$ cat config.mk
export PLATFORM = sky130hd
export DESIGN_NAME = icache_line_fill
export DESIGN_NICKNAME = d
export VERILOG_FILES = /design/src/rtl/icache_line_fill.sv
export SDC_FILE = /design/constraint.sdc
export NUM_CORES = 1
export LEC_CHECK = 0
export ABC_AREA = 0
export ABC_CLOCK_PERIOD_IN_PS = 3440
export CORE_MARGIN = 2
export CORE_UTILIZATION = 40
export CTS_CLUSTER_SIZE = 12
export DETAILED_ROUTE_END_ITERATION = 8
export PLACE_DENSITY = 0.82
export SKIP_CTS_REPAIR_TIMING = 1
export SLEW_MARGIN = 5
export SYNTH_ARGS = -nofsm -noshare
export SYNTH_HDL_FRONTEND = slang
export SYNTH_SLANG_ARGS = --single-unit
export TNS_END_PERCENT = 100
$ cat constraint.sdc
create_clock -name clk_i -period 3.44 [get_ports clk_i]
set_input_delay 0.516 -clock clk_i [delete_from_list [all_inputs] [get_ports clk_i]]
set_output_delay 0.516 -clock clk_i [all_outputs]
set_load 0.005 [all_outputs]
$ cat src/rtl/icache_line_fill.sv
// Instruction-cache line refill engine.
// Serialises one line request into word beats on a valid/ready memory bus.
module icache_line_fill #(
    parameter int ADDR_W = 32,
    parameter int WORD_W = 32,
    parameter int LINE_W = 128
) (
    input  logic              clk_i,
    input  logic              rst_i,
    input  logic              req_valid_i,
    input  logic              req_rw_i,
    input  logic [ADDR_W-1:0] req_addr_i,
    input  logic [LINE_W-1:0] req_data_i,
    output logic              res_ready_o,
    output logic [LINE_W-1:0] res_data_o,
    output logic              busy_o,
    output logic              bus_valid_o,
    output logic              bus_we_o,
    output logic [ADDR_W-1:0] bus_addr_o,
    output logic [WORD_W-1:0] bus_wdata_o,
    input  logic              bus_ready_i,
    input  logic [WORD_W-1:0] bus_rdata_i,
    output logic [31:0]       lines_o
);

    localparam int BEATS = LINE_W / WORD_W;
    localparam int KW    = (BEATS > 1) ? $clog2(BEATS) : 1;
    localparam int OFF_W = $clog2(LINE_W / 8);
    localparam int WB    = WORD_W / 8;
    localparam logic [KW-1:0] LAST = KW'(BEATS - 1);

    typedef enum logic [1:0] {
        IDLE,
        BEAT,
        DONE
    } state_t;

    state_t state_q, state_d;

    logic              rw_q;
    logic [ADDR_W-1:0] base_q;
    logic [LINE_W-1:0] line_q;
    logic [KW-1:0]     k_q;
    logic [LINE_W-1:0] res_q;
    logic [31:0]       lines_q;
    logic              beat;
    logic              unused_addr;

    // Line offset bits are dropped on capture.
    assign unused_addr = ^req_addr_i[OFF_W-1:0];

    always_ff @(posedge clk_i) begin
        if (rst_i) state_q <= IDLE;
        else       state_q <= state_d;
    end

    always_comb begin
        state_d = state_q;
        unique case (state_q)
            IDLE:    if (req_valid_i) state_d = BEAT;
            BEAT:    if (bus_ready_i && k_q == LAST) state_d = DONE;
            DONE:    state_d = IDLE;
            default: state_d = IDLE;
        endcase
    end

    always_ff @(posedge clk_i) begin
        if (rst_i) begin
            rw_q    <= 1'b0;
            base_q  <= '0;
            line_q  <= '0;
            k_q     <= '0;
            res_q   <= '0;
            lines_q <= '0;
        end else begin
            unique case (state_q)
                IDLE: begin
                    if (req_valid_i) begin
                        rw_q   <= req_rw_i;
                        base_q <= {req_addr_i[ADDR_W-1:OFF_W], OFF_W'(0)};
                        line_q <= req_data_i;
                        k_q    <= '0;
                    end
                end
                BEAT: begin
                    if (bus_ready_i) begin
                        if (!rw_q)
                            res_q[k_q*WORD_W +: WORD_W] <= bus_rdata_i;
                        if (k_q != LAST)
                            k_q <= k_q + 1'b1;
                    end
                end
                DONE:    lines_q <= lines_q + 32'd1;
                default: ;
            endcase
        end
    end

    // Bus outputs are decoded from registered state only.
    assign beat        = (state_q == BEAT);
    assign bus_valid_o = beat;
    assign bus_we_o    = beat & rw_q;
    assign bus_addr_o  = beat ? base_q + ADDR_W'(k_q) * ADDR_W'(WB)
                              : '0;
    assign bus_wdata_o = beat ? line_q[k_q*WORD_W +: WORD_W] : '0;
    assign res_ready_o = (state_q == DONE);
    assign busy_o      = (state_q != IDLE);
    assign res_data_o  = res_q;
    assign lines_o     = lines_q;

endmodule
==> impl_metrics.ini <==
[status]
status = finished clean

[power_and_ir_drop]
clock_power_share_pct = 42.8
irDropWorstVdd_v = 0.0004092
seq_power_share_pct = 47.1
netSwitchingFraction_pct = 23.35
power.density_nw_per_um2 = 452.0
combPwrFrac_pct = 10.0
power_switching_mw = 1.938
leakage_nw = 6.441
p_int_mw = 6.363

[finish]
final_cell_mix = clkdlybuf4s50_1 (417), nand2_1 (401), dfxtp_1 (319)
multi_input_area_um2 = 5863
n_fill_cell = 2683
final-seq-area_um2 = 6429
fin_nets = 2078
final_common_cell = clkdlybuf4s50_1
antennaDiodeCount = 0
final_cells = 2297
area_delta_synth_final_pct = 42.98
drive_above_1_share_pct = 6.913

[setup_path]
crit_path_start_kind = flop
critPathMaxFanout = 21
critical-path-max-stage-delay_ns = 0.57
critPathArrivalTime_ns = 2.63
crit_type = reg -> out
critical_path_required_ns = 2.92
worst_setup_path_end_kind = primary output
crit_slowest_cell = nor2b_4
path_buf_inv = 2
critPathTopFamily = buffers and inverters
crit_chain = nor2b_4, buf_4, and2_1, clkdlybuf4s50_1

[timing]
tightest_slew_ns = 0.8044
fin_crit_ns = 3.151
max_clock_freq_ghz = 0.3174
finClkSkew_ns = 0.01146
slew_headroom_pct = 46.37
period_share_pct = 91.59
final-setup-viol-count = 0
finalSetupTns_ns = 0
drv_slew = 0
rsz0062_at_grt = false
hold_viol_final = 0

[route]
wl_per_cell_um = 18.28
drc_errors = 0
ant_nets = 0
finalWirelength_um = 41990
via_per_inst = 5.353
via_count = 12300
drt_iter0_markers = 679
firstDrtPassIters = 5

[clocking]
cts_root_buf = clkbuf_16
htreeDepth = 2
clk_latency_ns = 0.51
cts.reportedPaths.clkPinSlew_ns = 0.06
cts_tree = yes
clk_path_buf_depth = 3
cts_buffers = 36
cts.sinks = 321

[floorplan]
pin_count = 425
core_area_um2 = 31560
num_rows = 65
die_x_um = 183.2
start_util_pct = 40.71
chipHeight_um = 183.2
die_area_um2 = 33560

[synth]
ys_seq_elements = 321
synth_top_flop_cell = dfxtp_1
seq_area_frac_synth_pct = 50.03
syn-mean-instance-area_um2 = 8.428
synth_area_um2 = 12840
syn_inst = 1524
ys_warn_count = 0
yosys.cell_types.count = 46
synth_edf_count = 0
ys_async_sr_fraction_pct = 0

[worst_hold_path]
min_path_type = reg -> reg

[place]
gp_congestion = 0.8312
dpl.hpwl_um = 28360
port_buffers = 418
dpl.cell_count = 2239

[grt]
grt_pass1_vias = 12150
track_usage_pct = 23.99
antenna_found_initial = 2
grt_overflow = 0
grt_pass1_wl_um = 64450
grt_max_degree = 124

[run]
drv_cap = 0
==> cells in the mapped netlist (all sizes together) (9+ instances only) <==
library cell	number	area share, %
and2	67	3.3
inv	9	0.26
nand3	56	2.2
nand4	40	2.0
nand2	402	12
dfxtp	321	50
a21oi	249	9.7
nor2	78	2.3
a22oi	53	3.1
clkbuf	116	3.5
buf	15	0.77
mux4	32	5.6
or4	11	0.69
o31ai	10	0.58
==> metal layers <==
metal,share of wire [%],track usage [%],vias to the layer above
met5,0.064,0,-
met4,3.6,9.344,4
met3,10,8.082,96
met2,48,40.42,532
met1,38,28.21,5787
li1,-,-,5876
==> worst min-delay path: cells and delay by family, from the launching register on <==
family | cells | cell delay (ns)
DFF | 1 | 0.31
and+or+nand+nor | 1 | 0.05
AOI/OAI and AO/OA | 1 | 0.05
==> final cells by class <==
class / count / area share [%]
Clock buffer: 53 / 5.696
Tap cell: 402 / 2.739
Timing Repair Buffer: 444 / 24.28
Multi-Input combinational cell: 1063 / 31.93
Clock inverter: 5 / 0.1703
Sequential cell: 321 / 35.00
Inverter: 9 / 0.1839
==> power by group through the flow <==
stage / clock [mW] / sequential [mW] / combinational [mW]
finish: 3.56 / 3.91 / 0.832
global route: 3.78 / 3.93 / 0.906
CTS: 3.62 / 3.91 / 0.834
detailed placement: 0 / 3.99 / 0.828
global placement: 0 / 3.98 / 0.814
floorplan: 0 / 3.97 / 0.392
==> logic make-up after synthesis <==
logic type,after synthesis,share of synthesized area [%]
buffers and inverters,141,4.598
AOI/OAI and AO/OA,316,13.54
xor gates and xnor gates,10,0.6819
other,1,0.02919
adders and majority gates,6,0.5844
and+or+nand+nor,689,24.24
muxes,40,6.302
DFF,321,50.03
==> flip-flops by register name, indices dropped and copies added (netlist names) <==
| name | cells |
|---|---|
| line_q | 128 |
| rw_q | 1 |
| base_q | 28 |
| state_q | 2 |
| lines_o | 32 |
| res_data_o | 128 |
| k_q | 2 |
==> path summary, 6_finish.rpt <==
path | from | endpoint | slack, ns | cells past startpoint
max | state_q[0] | bus_wdata_o[5] | 0.29 | 4
min | res_data_o[119] | res_data_o[119] | 0.45 | 2
max reg2reg | state_q[1] | lines_o[13] | 0.97 | 4
min reg2reg | res_data_o[119] | res_data_o[119] | 0.45 | 2
==> metrics by stage <==
| step | hold slack [ns] | area [um2] | util (%) | power, mW | worst slack, ns |
|---|---|---|---|---|---|
| 6_report | 0.4511 | 18370 | 58.20 | 8.301 | 0.2893 |
| 5_1_grt | 0.4654 | 18370 | 58.20 | 8.608 | 0.1379 |
| 4_1_cts | 0.4525 | 18370 | 58.20 | 8.369 | 0.2570 |
| 3_5_place_dp | 0.4448 | 17290 | 54.79 | 4.823 | 0.8001 |
| 3_3_place_gp | 0.4367 | 17290 | 54.79 | 4.799 | 0.8143 |
| 2_1_floorplan | 0.4305 | 12850 | - | 4.363 | 0.7979 |
(Power assumes the default switching activity.)
